**config.mk**
```make
export PLATFORM = sky130hd
export DESIGN_NAME = int_compare_reduce
export DESIGN_NICKNAME = d
export VERILOG_FILES = /design/src/rtl/int_compare_reduce_pkg.sv /design/src/rtl/int_compare_reduce_core.sv /design/src/rtl/int_compare_reduce.sv
export SDC_FILE = /design/constraint.sdc
export NUM_CORES = 1
export LEC_CHECK = 0
export CAP_MARGIN = 20
export CORE_MARGIN = 5
export CORE_UTILIZATION = 45
export DETAILED_ROUTE_END_ITERATION = 12
export HOLD_SLACK_MARGIN = 0.12
export PLACE_DENSITY = 0.7
export SLEW_MARGIN = 20
export SYNTH_ARGS = -nofsm -noshare
export SYNTH_HDL_FRONTEND = slang
export SYNTH_SLANG_ARGS = --single-unit
export TNS_END_PERCENT = 50
```
**constraint.sdc**
```tcl
create_clock -name clk -period 14 [get_ports clk]
set_input_delay 3.5 -clock clk [delete_from_list [all_inputs] [get_ports clk]]
set_output_delay 3.5 -clock clk [all_outputs]
set_load 0.01 [all_outputs]
```
**src/rtl/int_compare_reduce_pkg.sv**
```systemverilog
`default_nettype none
// ============================================================================
// Module      : int_compare_reduce_pkg
// Description : Shared opcodes, output modes and reset-default configuration
//               for the int_compare_reduce Versat functional unit.
// Revision    : 1.0 - initial release
// ============================================================================
package int_compare_reduce_pkg;

   // Comparison opcodes; codes 6 and 7 are legal and always compare false.
   localparam logic [2:0] OP_GT = 3'd0;
   localparam logic [2:0] OP_GE = 3'd1;
   localparam logic [2:0] OP_LT = 3'd2;
   localparam logic [2:0] OP_LE = 3'd3;
   localparam logic [2:0] OP_EQ = 3'd4;
   localparam logic [2:0] OP_NE = 3'd5;

   // Output selection modes.
   typedef enum logic [1:0] {
      MODE_MASK   = 2'd0,
      MODE_SELECT = 2'd1,
      MODE_REDUCE = 2'd2,
      MODE_COUNT  = 2'd3
   } mode_e;

   // Configuration held after reset until the first run pulse.
   localparam logic [2:0] DEFAULT_OP        = OP_GT;
   localparam logic       DEFAULT_SIGNED_EN = 1'b0;
   localparam mode_e      DEFAULT_MODE      = MODE_MASK;

endpackage : int_compare_reduce_pkg
`default_nettype wire

```
**src/rtl/int_compare_reduce_core.sv**
```systemverilog
`default_nettype none
// ============================================================================
// Module      : int_compare_reduce_core
// Description : Combinational integer comparator. Signed mode flips the MSB
//               of both operands so that one unsigned comparator serves both.
// Revision    : 1.0 - initial release
// ============================================================================
module int_compare_reduce_core
   import int_compare_reduce_pkg::*;
#(
   parameter int DATA_W = 32
) (
   input  logic [DATA_W-1:0] i_a,
   input  logic [DATA_W-1:0] i_b,
   input  logic [2:0]        i_op,
   input  logic              i_signed_en,
   output logic              o_c
);

   logic [DATA_W-1:0] w_flip;
   logic [DATA_W-1:0] w_a;
   logic [DATA_W-1:0] w_b;

   assign w_flip = {i_signed_en, {(DATA_W-1){1'b0}}};
   assign w_a    = i_a ^ w_flip;
   assign w_b    = i_b ^ w_flip;

   // Evaluate the selected relation on the (possibly MSB-flipped) operands.
   always_comb begin
      o_c = 1'b0;
      case (i_op)
         OP_GT:   o_c = (w_a >  w_b);
         OP_GE:   o_c = (w_a >= w_b);
         OP_LT:   o_c = (w_a <  w_b);
         OP_LE:   o_c = (w_a <= w_b);
         OP_EQ:   o_c = (w_a == w_b);
         OP_NE:   o_c = (w_a != w_b);
         default: o_c = 1'b0;
      endcase
   end

endmodule : int_compare_reduce_core
`default_nettype wire

```
**src/rtl/int_compare_reduce.sv**
```systemverilog
`default_nettype none
// ============================================================================
// Module      : int_compare_reduce
// Description : Versat configurable integer comparator with mask, select,
//               streaming reduction (extreme value plus index) and count
//               modes, followed by a LATENCY-deep output delay line.
// Revision    : 1.0 - initial release
// ============================================================================
module int_compare_reduce
   import int_compare_reduce_pkg::*;
#(
   parameter int DATA_W  = 32,
   parameter int LATENCY = 1,
   parameter int CNT_W   = 16
) (
   input  logic              clk,
   input  logic              rst,
   input  logic              running,
   input  logic              run,
   input  logic [2:0]        op,
   input  logic              signed_en,
   input  logic [1:0]        mode,
   input  logic [DATA_W-1:0] in0,
   input  logic [DATA_W-1:0] in1,
   output logic [DATA_W-1:0] out0,
   output logic [DATA_W-1:0] out1
);

   // Latency seen by the Versat scheduler.
   localparam int versat_latency = LATENCY;

   localparam logic [CNT_W-1:0] c_cnt_max = {CNT_W{1'b1}};

   // Latched configuration
   logic [2:0]        r_op;
   logic              r_signed_en;
   mode_e             r_mode;

   // Streaming state. r_armed is set by the first run after reset so that
   // nothing accumulates until the host has configured the unit.
   logic              r_armed;
   logic              r_have;
   logic [DATA_W-1:0] r_acc;
   logic [CNT_W-1:0]  r_idx;
   logic [CNT_W-1:0]  r_index;
   logic [CNT_W-1:0]  r_count;

   // Stage-1 registers
   logic [DATA_W-1:0] r_s1_out0;
   logic [DATA_W-1:0] r_s1_out1;

   logic              w_sample;
   logic              w_c;
   logic              w_c_acc;
   logic              w_upd;
   logic [CNT_W-1:0]  w_count_nxt;
   logic [CNT_W-1:0]  w_index_nxt;
   logic [CNT_W-1:0]  w_cnt_view;
   logic [DATA_W-1:0] w_acc_nxt;
   logic [CNT_W-1:0]  w_idx_nxt;
   logic [DATA_W-1:0] w_s0;
   logic [DATA_W-1:0] w_s1;

   // run wins over running, so a run cycle is never a sample.
   assign w_sample = running & ~run & r_armed;

   // Element-wise compare: in0 against in1.
   int_compare_reduce_core #(
      .DATA_W (DATA_W)
   ) u_cmp_elem (
      .i_a         (in0),
      .i_b         (in1),
      .i_op        (r_op),
      .i_signed_en (r_signed_en),
      .o_c         (w_c)
   );

   // Reduction compare: in0 against the running extreme.
   int_compare_reduce_core #(
      .DATA_W (DATA_W)
   ) u_cmp_acc (
      .i_a         (in0),
      .i_b         (r_acc),
      .i_op        (r_op),
      .i_signed_en (r_signed_en),
      .o_c         (w_c_acc)
   );

   // Saturating counters: never wrap once all ones.
   assign w_count_nxt = (w_c && (r_count != c_cnt_max)) ? r_count + CNT_W'(1) : r_count;
   assign w_index_nxt = (r_index != c_cnt_max) ? r_index + CNT_W'(1) : r_index;
   assign w_cnt_view  = w_sample ? w_count_nxt : r_count;

   // The first sample always loads; afterwards strict ops keep the first
   // occurrence of a tie and inclusive ops take the latest one.
   assign w_upd     = ~r_have | w_c_acc;
   assign w_acc_nxt = w_upd ? in0 : r_acc;
   assign w_idx_nxt = w_upd ? r_index : r_idx;

   // Per-mode result ahead of the delay line.
   always_comb begin
      w_s0 = {DATA_W{w_c}};
      w_s1 = DATA_W'(w_cnt_view);
      case (r_mode)
         MODE_MASK: begin
            w_s0 = {DATA_W{w_c}};
            w_s1 = DATA_W'(w_cnt_view);
         end
         MODE_SELECT: begin
            w_s0 = w_c ? in0 : in1;
            w_s1 = DATA_W'(w_cnt_view);
         end
         MODE_REDUCE: begin
            w_s0 = w_sample ? w_acc_nxt : r_acc;
            w_s1 = w_sample ? DATA_W'(w_idx_nxt) : DATA_W'(r_idx);
         end
         MODE_COUNT: begin
            w_s0 = DATA_W'(w_c);
            w_s1 = DATA_W'(w_cnt_view);
         end
         default: begin
            w_s0 = '0;
            w_s1 = '0;
         end
      endcase
   end

   // Configuration latch and streaming state; run clears, samples advance.
   always_ff @(posedge clk or posedge rst) begin
      if (rst) begin
         r_op        <= DEFAULT_OP;
         r_signed_en <= DEFAULT_SIGNED_EN;
         r_mode      <= DEFAULT_MODE;
         r_armed     <= 1'b0;
         r_have      <= 1'b0;
         r_acc       <= '0;
         r_idx       <= '0;
         r_index     <= '0;
         r_count     <= '0;
      end else if (run) begin
         r_op        <= op;
         r_signed_en <= signed_en;
         r_mode      <= mode_e'(mode);
         r_armed     <= 1'b1;
         r_have      <= 1'b0;
         r_acc       <= '0;
         r_idx       <= '0;
         r_index     <= '0;
         r_count     <= '0;
      end else if (w_sample) begin
         r_count <= w_count_nxt;
         r_index <= w_index_nxt;
         if (r_mode == MODE_REDUCE) begin
            r_acc  <= w_acc_nxt;
            r_idx  <= w_idx_nxt;
            r_have <= 1'b1;
         end
      end
   end

   // Stage 1: register the per-mode result every cycle.
   always_ff @(posedge clk or posedge rst) begin
      if (rst) begin
         r_s1_out0 <= '0;
         r_s1_out1 <= '0;
      end else begin
         r_s1_out0 <= w_s0;
         r_s1_out1 <= w_s1;
      end
   end

   // Delay line: element 0 is stage 1, each further element adds one cycle.
   logic [DATA_W-1:0] w_chain0 [versat_latency];
   logic [DATA_W-1:0] w_chain1 [versat_latency];

   assign w_chain0[0] = r_s1_out0;
   assign w_chain1[0] = r_s1_out1;

   for (genvar i = 1; i < versat_latency; i++) begin : g_delay
      logic [DATA_W-1:0] r_q0;
      logic [DATA_W-1:0] r_q1;

      // One plain pipeline register per extra cycle of latency.
      always_ff @(posedge clk or posedge rst) begin
         if (rst) begin
            r_q0 <= '0;
            r_q1 <= '0;
         end else begin
            r_q0 <= w_chain0[i-1];
            r_q1 <= w_chain1[i-1];
         end
      end

      assign w_chain0[i] = r_q0;
      assign w_chain1[i] = r_q1;
   end

   assign out0 = w_chain0[versat_latency-1];
   assign out1 = w_chain1[versat_latency-1];

endmodule : int_compare_reduce
`default_nettype wire

```
==> results of run 1 <==
worst max path at each step:
stage               slack, ps  depth (start not counted)        end
finish                   6860                         12  r_acc[19]
detailed placement       6440                         12  r_acc[19]
global placement         6540                         12  r_acc[19]
CTS                      6870                         12  r_acc[23]
global route             6490                         12  r_acc[20]
floorplan                6860                          1    out0[0]
report_power, final:
group | total (W) | switching (W) | leakage, nW | internal (W)
Sequential | 0.000431 | 0.0000128 | 1.84 | 0.000419
Clock | 0.000434 | 0.000171 | 0.270 | 0.000262
Combinational | 0.000226 | 0.000123 | 2.21 | 0.000103
Total | 0.00109 | 0.000307 | 4.32 | 0.000784
routing by layer:
| layer | vias to the layer above | track usage [%] | wire, um |
|---|---|---|---|
| met1 | 3192 | 29.1 | 9530 |
| met2 | 194 | 32.4 | 9600 |
| li1 | 3143 | - | - |
| met3 | 30 | 4.37 | 1230 |
| met5 | - | 0 | 0 |
| met4 | 0 | 5.80 | 349 |
worst max-delay path: cells and delay by family:
kind,cells,cell delay (ps)
AO/OA/AOI/OAI,6,1140
AND/OR/NAND/NOR,2,1140
buffers and inverters,2,900
adder cells (fa/ha/maj),1,370
multiplexers,1,430
synthesized netlist by cell type (all sizes together) (18+ instances only):
| library cell | n |
|---|---|
| dfrtp | 136 |
| clkbuf | 26 |
| inv | 67 |
| a22oi | 41 |
| o21ai | 92 |
| nand2 | 42 |
| nor2 | 49 |
| xor2 | 26 |
| nand4 | 28 |
| buf | 34 |
| ha | 66 |
| mux2i | 18 |
| a22o | 41 |
| a21boi | 31 |
| nand3 | 20 |
| a21oi | 29 |
kinds of logic after synthesis:
| logic type | after synthesis | share of synthesized area (%) |
|---|---|---|
| XOR/XNOR | 32 | 3.55 |
| flip-flops | 136 | 43.1 |
| multiplexers | 21 | 2.71 |
| other | 1 | 0.0475 |
| AND/OR/NAND/NOR | 177 | 10.9 |
| adder cells (fa/ha/maj) | 66 | 10.5 |
| AO/OA/AOI/OAI | 261 | 22.0 |
| buffers and inverters | 127 | 7.24 |
flip-flops by register name (all words and copies together), names as in the netlist:
name	count
r_armed	1
r_have	1
r_signed_en	1
r_index	16
out1	16
r_mode	2
out0	32
r_acc	32
r_op	3
r_count	16
r_idx	16
final cells by class:
cell class	instances	area, um2
multi-input combinational	573	3990
fill	1520	7440
clock inverter	10	95.1
clock buffer	21	480
sequential	136	3400
timing repair buffer	131	1280
inverter	67	256
tap	225	282
per-stage QoR:
step / worst slack [ps] / std cells
after floorplan: 6860 / 836
after global placement: 6540 / 1132
after detailed placement: 6440 / 1132
after CTS: 6870 / 1163
after global routing: 6490 / 1163
final: 6860 / 1163
==> flow_metrics.env, run 1 <==
export IMPL_status="complete, no violations"
export IMPL_whs_endpoint="r_armed"
export IMPL_cellLeakagePower_nw=4.32
export IMPL_antenna_found_initial=0
export IMPL_hold_ws_ps=476
export IMPL_drive_above_1_share_pct=5.86
export IMPL_setup_violations=0
export IMPL_maxCapViolations=0
export IMPL_grt_pass1_vias=6435
export IMPL_antenna_left=0
export IMPL_htreeDepth=4
export IMPL_port_buffers=121
export IMPL_areaGrowthSynthToFinish_pct=24.0
export IMPL_dieArea_um2=20300
export IMPL_cp_slowest_cell="nor2_2"
export IMPL_synth_top_area_share_pct=43.1
export IMPL_totalWireLength_um=20700
export IMPL_critPathMaxStageDelay_ps=750
export IMPL_fin_crit_sh_pct=51.0
export IMPL_r2r_start="r_signed_en"
export IMPL_row_count=48
export IMPL_placed_area_um2=9220
export IMPL_utilization_pct=56.8
export IMPL_grt_total_usage_pct=20.7
export IMPL_cts_hold_fix_buffers=0
export IMPL_final_area_um2=9790
export IMPL_synthFlopType="dfrtp_1"
export IMPL_final_setup_tns_ps=0
export IMPL_synth_area_top_cells="dfrtp_1 (43%), ha_1 (10%), o21ai_0 (5.3%)"
export IMPL_fmax_ghz=0.140
export IMPL_hold_class="flip-flop to flip-flop"
export IMPL_hold_depth=1
export IMPL_antenna_cells=0
export IMPL_worstSetupPathType="input pin to flip-flop"
export IMPL_layout_commonest_cell="dfrtp_1"
export IMPL_synth_edf_count=0
export IMPL_cp_start_kind="input pin"
export IMPL_ios=138
export IMPL_die_x_um=142
export IMPL_yosysTopAreaCell="dfrtp_1"
export IMPL_layout_common_cells="dfrtp_1 (136), clkdlybuf4s50_1 (120), o21ai_0 (84), inv_1 (66), ha_1 (66)"
export IMPL_core_area_um2=17200
export IMPL_r2r_setup_slack_ps=9960
export IMPL_cts_repair_resized=0
export IMPL_fin_nets=1066
export IMPL_start_util_pct=45.8
export IMPL_hpwl_um=14200
export IMPL_crit_required_ps=14350
export IMPL_synth_distinct_cells=48
export IMPL_fin_crit_ps=7140
export IMPL_clkLatencyLatePin_ps=420
export IMPL_die_h_um=142
export IMPL_critPathCaptureType="flip-flop"
export IMPL_seq_area_frac_synth_pct=43.1
export IMPL_ys_ff_latch=136
export IMPL_max_slew_margin_rel_pct=29.8
export IMPL_cts_buffer_depth=2
export IMPL_tightest_slew_ps=1050
export IMPL_wire_per_inst_um=17.8
export IMPL_cts_root_buf="clkbuf_16"
export IMPL_r2r_end="r_acc[19]"
export IMPL_rr_worst_depth=11
export IMPL_first_iter_violations=508
export IMPL_pwr_density_cell_nw_per_um2=111
export IMPL_synth_area_per_cell_um2=9.62
export IMPL_grt_pass1_wl_um=33700
export IMPL_clock_sinks=136
export IMPL_rsz0062_at_grt="no"
export IMPL_via_per_inst=5.64
export IMPL_drcViolationCount=0
export IMPL_cp_startpoint="in0[7]"
export IMPL_synth_area_um2=7900
export IMPL_ys_warn_count=0
export IMPL_crit_arrival_ps=7490
export IMPL_worstHoldStart="r_armed"
export IMPL_ir_drop_uv=86.1
export IMPL_cts_tree="done"
export IMPL_grt_ovfl_total=0
export IMPL_cts_buffers=17
export IMPL_maxSlewViolCount=0
export IMPL_cp_max_fo=21
export IMPL_finClkSkew_ps=9.16
export IMPL_grt_max_degree=97
export IMPL_clk_pin_slew_ps=60
export IMPL_cts_setup_buffers=0
export IMPL_routabilityCongestion=0.844
export IMPL_dr_pass1_iters=5
export IMPL_synth_cells=821
export IMPL_worstPathCellList="clkdlybuf4s50_1 -> ha_1 -> a21oi_1 -> o21ai_0 -> a221o_1 -> or3_1 -> a211oi_2 -> mux2i_1 -> a21oi_4 -> nor2_2 -> buf_4 -> a22o_1"
export IMPL_vias=6559
export IMPL_async_flop_share_pct=100
export IMPL_hold_violations=0
export IMPL_p_total_w=0.00109
(Power assumes the default switching activity.)
==> inputs of run 2 (changes only) <==
PLACE_DENSITY = 0.72   (was 0.7)
clock period = 6.5 ns   (was 14 ns; I/O delays follow)
==> run 2 against run 1 <==
Compared with the run above: hold slack improved by 1.7 ps; critical path depth stayed put; first-iteration DRC count increased by 25%; sequential power rose by 120%; utilization rose by 0.48 points; largest power group unchanged.
==> flow_metrics.env, run 2 (synthesis gave the netlist of run 1 again) <==
export IMPL_status="complete, no violations"
export IMPL_routed_top_layer="met4"
export IMPL_dr_pass1_iters=6
export IMPL_routabilityCongestion=0.851
export IMPL_wl_met2_um=9500
export IMPL_r2r_start="r_signed_en"
export IMPL_cts_root_buf="clkbuf_16"
export IMPL_clkLatencyLatePin_ps=430
export IMPL_regArea_um2=3400
export IMPL_fin_crit_ps=5150
export IMPL_clk_pin_slew_ps=60
export IMPL_hold_violations=0
export IMPL_layout_common_cells="dfrtp_1 (136), clkdlybuf4s50_1 (120), o21ai_0 (84), inv_1 (66), ha_1 (66)"
export IMPL_port_buffers=121
export IMPL_clkPwrFrac_pct=42.2
export IMPL_antenna_cells=0
export IMPL_p_sw_share_pct=26.9
export IMPL_grt_total_usage_pct=20.5
export IMPL_grt_ovfl_total=0
export IMPL_cellLeakagePower_nw=4.37
export IMPL_via_per_inst=5.67
export IMPL_met1_length_um=9690
export IMPL_setup_worst_path_end="out0[9]"
export IMPL_fillers=1478
export IMPL_crit_required_ps=6820
export IMPL_finClkSkew_ps=8.24
export IMPL_dieArea_um2=20300
export IMPL_cts_buffer_depth=2
export IMPL_grt_pass1_wl_um=33400
export IMPL_hold_depth=1
export IMPL_cp_max_fo=22
export IMPL_max_slew_margin_rel_pct=29.3
export IMPL_critPathCaptureType="flip-flop"
export IMPL_fmax_ghz=0.194
export IMPL_r2r_end="out0[9]"
export IMPL_row_count=48
export IMPL_cts_hold_fix_buffers=0
export IMPL_fin_crit_sh_pct=79.2
export IMPL_r2r_setup_slack_ps=2570
export IMPL_cp_startpoint="in0[31]"
export IMPL_final_area_um2=9880
export IMPL_core_area_um2=17200
export IMPL_vias=6614
export IMPL_layout_commonest_cell="dfrtp_1"
export IMPL_p_sw_w=0.000662
export IMPL_rsz0062_at_grt="no"
export IMPL_clock_sinks=136
export IMPL_grt_pass1_vias=6408
export IMPL_internal_power_w=0.00180
export IMPL_tightest_slew_ps=1060
export IMPL_cp_start_kind="input pin"
export IMPL_cts_setup_buffers=0
export IMPL_antenna_found_initial=0
export IMPL_setup_violations=0
export IMPL_worstSetupPathType="input pin to flip-flop"
export IMPL_pwr_density_cell_nw_per_um2=249
export IMPL_seqPwrFrac_pct=37.8
export IMPL_grt_max_degree=101
export IMPL_crit_arrival_ps=5470
export IMPL_areaGrowthSynthToFinish_pct=25.0
export IMPL_placed_area_um2=9240
export IMPL_totalWireLength_um=20600
export IMPL_maxCapViolations=0
export IMPL_drive_above_1_share_pct=6.16
export IMPL_ir_drop_uv=197
export IMPL_rr_worst_depth=11
export IMPL_hpwl_um=14100
export IMPL_multi_input_area_um2=3990
export IMPL_start_util_pct=45.8
export IMPL_fin_nets=1069
export IMPL_wl_met3_um=1020
export IMPL_htreeDepth=4
export IMPL_ios=138
export IMPL_cts_repair_resized=0
export IMPL_drcViolationCount=0
export IMPL_hold_class="flip-flop to flip-flop"
export IMPL_final_setup_tns_ps=0
export IMPL_die_h_um=142
export IMPL_first_iter_violations=634
export IMPL_antenna_left=0
export IMPL_comb_power_share_pct=20.0
export IMPL_maxSlewViolCount=0
export IMPL_wire_per_inst_um=17.7
export IMPL_cts_tree="done"
export IMPL_die_x_um=142
export IMPL_cts_buffers=17
==> run 2: cell types whose count changed in the layout (fill, tap and decap cells not counted), sizes merged <==
cell      previous run  this run
clkinv               3         2
buf                 11        14
bufinv               1         4
clkinvlp             5         4
==> run 2: layout make-up <==
cell class | count | share of cell area (%)
clock inverter | 11 | 1.71
tap | 225 | 2.85
clock buffer | 21 | 4.76
sequential | 136 | 34.5
inverter | 67 | 2.60
multi-input combinational | 573 | 40.4
timing repair buffer | 134 | 13.2
==> run 2: power groups by stage <==
stage | clock (W) | sequential [W] | combinational (W)
after floorplan | 0 | 0.000960 | 0.000252
after global placement | 0 | 0.000945 | 0.000483
after detailed placement | 0 | 0.000945 | 0.000489
after CTS | 0.00105 | 0.000930 | 0.000492
after global routing | 0.00109 | 0.000936 | 0.000539
final | 0.00104 | 0.000931 | 0.000491
==> run 2: stage by stage <==
step                      cells  util, %  worst slack (ps)  hold WS [ps]  total power [W]
after floorplan             836        -              1240           437          0.00121
after global placement     1135     53.6              1000           452          0.00143
after detailed placement   1135     53.6               955           458          0.00143
after CTS                  1167     57.3              1390           474          0.00247
after global routing       1167     57.3              1120           482          0.00257
final                      1167     57.3              1350           477          0.00246
==> run 2: layer usage <==
metal  global-route usage, %  vias up
met1                    29.0     3231
met3                    2.99       28
met4                    7.05        0
met5                       0        -
met2                    32.2      210
li1                        -     3145
==> run 2: critical path: stages <==
cell and delay, ps:
clkdlybuf4s50_1 480, xor2_1 190, ha_1 320, nand4_1 170
nor4_1 560, and2_1 320, mux2i_1 120, a221oi_2 460
a31o_2 610, buf_4 380, a22oi_1 100, o21ai_0 130
==> run 2: how the worst min path moves through the flow <==
stage               startpoint  endpoint  slack, ps
floorplan              r_armed   r_armed        440
global placement       r_armed   r_armed        450
detailed placement     r_armed   r_armed        460
CTS                    r_armed   r_armed        470
global route           r_armed   r_armed        480
finish                 r_armed   r_armed        480
==> inputs of run 3 (changes only) <==
clock period = 4.73 ns   (was 6.5 ns; I/O delays follow)
==> run 3 against run 2 <==
Compared with the run above: via count down 0.23%; sequential cell count unchanged; register-to-register slack worse by 1200 ps; sequential share of layout area down 0.28 points; global-route usage up 0.20 points; worst setup slack worse by 840 ps; sequential power up 37%; highest routed layer unchanged; critical path depth up 1; clock power up 25%.
==> flow_metrics.env, run 3 (synthesis gave the netlist of run 1 again) <==
export IMPL_hold_class="flip-flop to flip-flop"
export IMPL_antenna_found_initial=0
export IMPL_crit_required_ps=5040
export IMPL_hpwl_um=14500
export IMPL_hold_depth=1
export IMPL_ios=138
export IMPL_cp_depth=13
export IMPL_r2r_start="r_signed_en"
export IMPL_setup_ws_ps=515
export IMPL_fmax_ghz=0.237
export IMPL_critPathCaptureType="flip-flop"
export IMPL_cp_slowest_cell="clkdlybuf4s50_1"
export IMPL_dieArea_um2=20300
export IMPL_antenna_cells=0
export IMPL_grt_pass1_vias=6494
export IMPL_worstPathCellList="clkdlybuf4s50_1 -> xor2_1 -> ha_1 -> nand4_1 -> nor4_1 -> buf_4 -> and2_1 -> mux2i_1 -> a221oi_2 -> a31o_2 -> buf_4 -> a22oi_1 -> o21ai_0"
export IMPL_antenna_left=0
export IMPL_routabilityCongestion=0.858
export IMPL_crit_arrival_ps=4530
export IMPL_cp_common_cell="buf_4"
export IMPL_status="complete, no violations"
export IMPL_grt_max_degree=71
export IMPL_hold_violations=0
export IMPL_maxCapViolations=0
export IMPL_finClkSkew_ps=7.97
export IMPL_rr_worst_depth=12
export IMPL_cp_top_family="buffers and inverters"
export IMPL_vias=6599
export IMPL_totalWireLength_um=20400
export IMPL_layout_commonest_cell="dfrtp_1"
export IMPL_first_iter_violations=435
export IMPL_final_setup_tns_ps=0
export IMPL_row_count=48
export IMPL_fin_crit_sh_pct=89.1
export IMPL_maxSlewViolCount=0
export IMPL_core_area_um2=17200
export IMPL_placed_cells=1148
export IMPL_dr_pass1_iters=5
export IMPL_cts_repair_resized=0
export IMPL_layout_common_cells="dfrtp_1 (136), clkdlybuf4s50_1 (120), o21ai_0 (84), inv_1 (66), ha_1 (66)"
export IMPL_via_per_inst=5.59
export IMPL_crit_buf_inv=3
export IMPL_hold_ws_ps=464
export IMPL_start_util_pct=45.8
export IMPL_setup_violations=0
export IMPL_worstHoldStart="r_armed"
export IMPL_areaGrowthSynthToFinish_pct=26.1
export IMPL_cp_start_kind="input pin"
export IMPL_placed_area_um2=9380
export IMPL_fin_crit_ps=4220
export IMPL_critPathMaxStageDelay_ps=510
export IMPL_max_slew_margin_rel_pct=40.0
export IMPL_wire_per_inst_um=17.3
export IMPL_drcViolationCount=0
export IMPL_ir_drop_uv=278
export IMPL_final_cells=1180
export IMPL_clk_pin_slew_ps=60
export IMPL_cts_setup_buffers=0
export IMPL_grt_ovfl_total=0
export IMPL_cts_tree="done"
export IMPL_post_place_ws_ps=117
export IMPL_worstSetupPathType="input pin to flip-flop"
export IMPL_htreeDepth=4
export IMPL_clkLatencyLatePin_ps=420
export IMPL_pwr_density_cell_nw_per_um2=328
export IMPL_grt_pass1_wl_um=33600
export IMPL_cts_root_buf="clkbuf_16"
export IMPL_final_area_um2=9960
export IMPL_cts_hold_fix_buffers=0
export IMPL_cellLeakagePower_nw=4.42
export IMPL_die_x_um=142
export IMPL_rsz0062_at_grt="no"
export IMPL_tightest_slew_ps=899
export IMPL_port_buffers=121
export IMPL_die_h_um=142
export IMPL_cp_startpoint="in0[31]"
export IMPL_grt_total_usage_pct=20.7
export IMPL_drive_above_1_share_pct=7.23
export IMPL_fillers=1498
export IMPL_cp_max_fo=19
export IMPL_fin_nets=1082
export IMPL_clock_sinks=136
export IMPL_cts_buffer_depth=2
export IMPL_cts_buffers=17
==> run 3: cell count changes in the layout (fill, tap and decap cells not counted), sizes merged <==
cell,delta
buf,+13
clkinv,+3
bufinv,-2
inv,-1
==> run 3: layout make-up <==
cell class,instances,area [um2],share of cell area [%]
clock buffer,21,450,4.52
tap,225,282,2.83
clock inverter,11,124,1.24
timing repair buffer,147,1450,14.6
multi-input combinational,573,3990,40.1
sequential,136,3400,34.2
inverter,67,255,2.56
==> run 3: path summary, 6_finish.rpt <==
kind,end,slack (ps)
setup / recovery,out1[14],510
hold / removal,r_armed,460
setup reg to reg,out1[14],1350
hold reg to reg,r_armed,460
max in group asynchronous,r_count[7],2650
min in group asynchronous,out0[5],990
==> run 3: routing by layer <==
| metal | share of wire [%] | wire [um] | global-route usage [%] | up-vias |
|---|---|---|---|---|
| li1 | - | - | - | 3162 |
| met1 | 47 | 9540 | 28.9 | 3239 |
| met2 | 47 | 9550 | 32.7 | 175 |
| met3 | 5.0 | 1030 | 3.83 | 23 |
| met4 | 1.6 | 324 | 6.60 | 0 |
| met5 | 0 | 0 | 0 | - |
==> run 3: per-stage QoR <==
| step | power, W | utilization (%) |
|---|---|---|
| CTS | 0.00329 | 57.8 |
| global placement | 0.00198 | 54.4 |
| detailed placement | 0.00199 | 54.4 |
| floorplan | 0.00167 | - |
| finish | 0.00327 | 57.8 |
| global route | 0.00343 | 57.8 |
==> run 3: power breakdown <==
part | internal [W] | total [W] | switching, W
clock | 0.000789 | 0.00130 | 0.000506
sequential | 0.00124 | 0.00128 | 0.0000405
combinational | 0.000327 | 0.000692 | 0.000365
==> run 3: worst register-to-register path, stage by stage (launching register included) <==
cell      delay (ps)
dfrtp_1          430
xor2_1           200
ha_1             310
nand4_1          170
nor4_1           390
buf_4            190
and2_1           220
mux2i_1          120
a221oi_2         440
a31o_2           270
buf_4            270
a22oi_1          110
o21ai_0          130
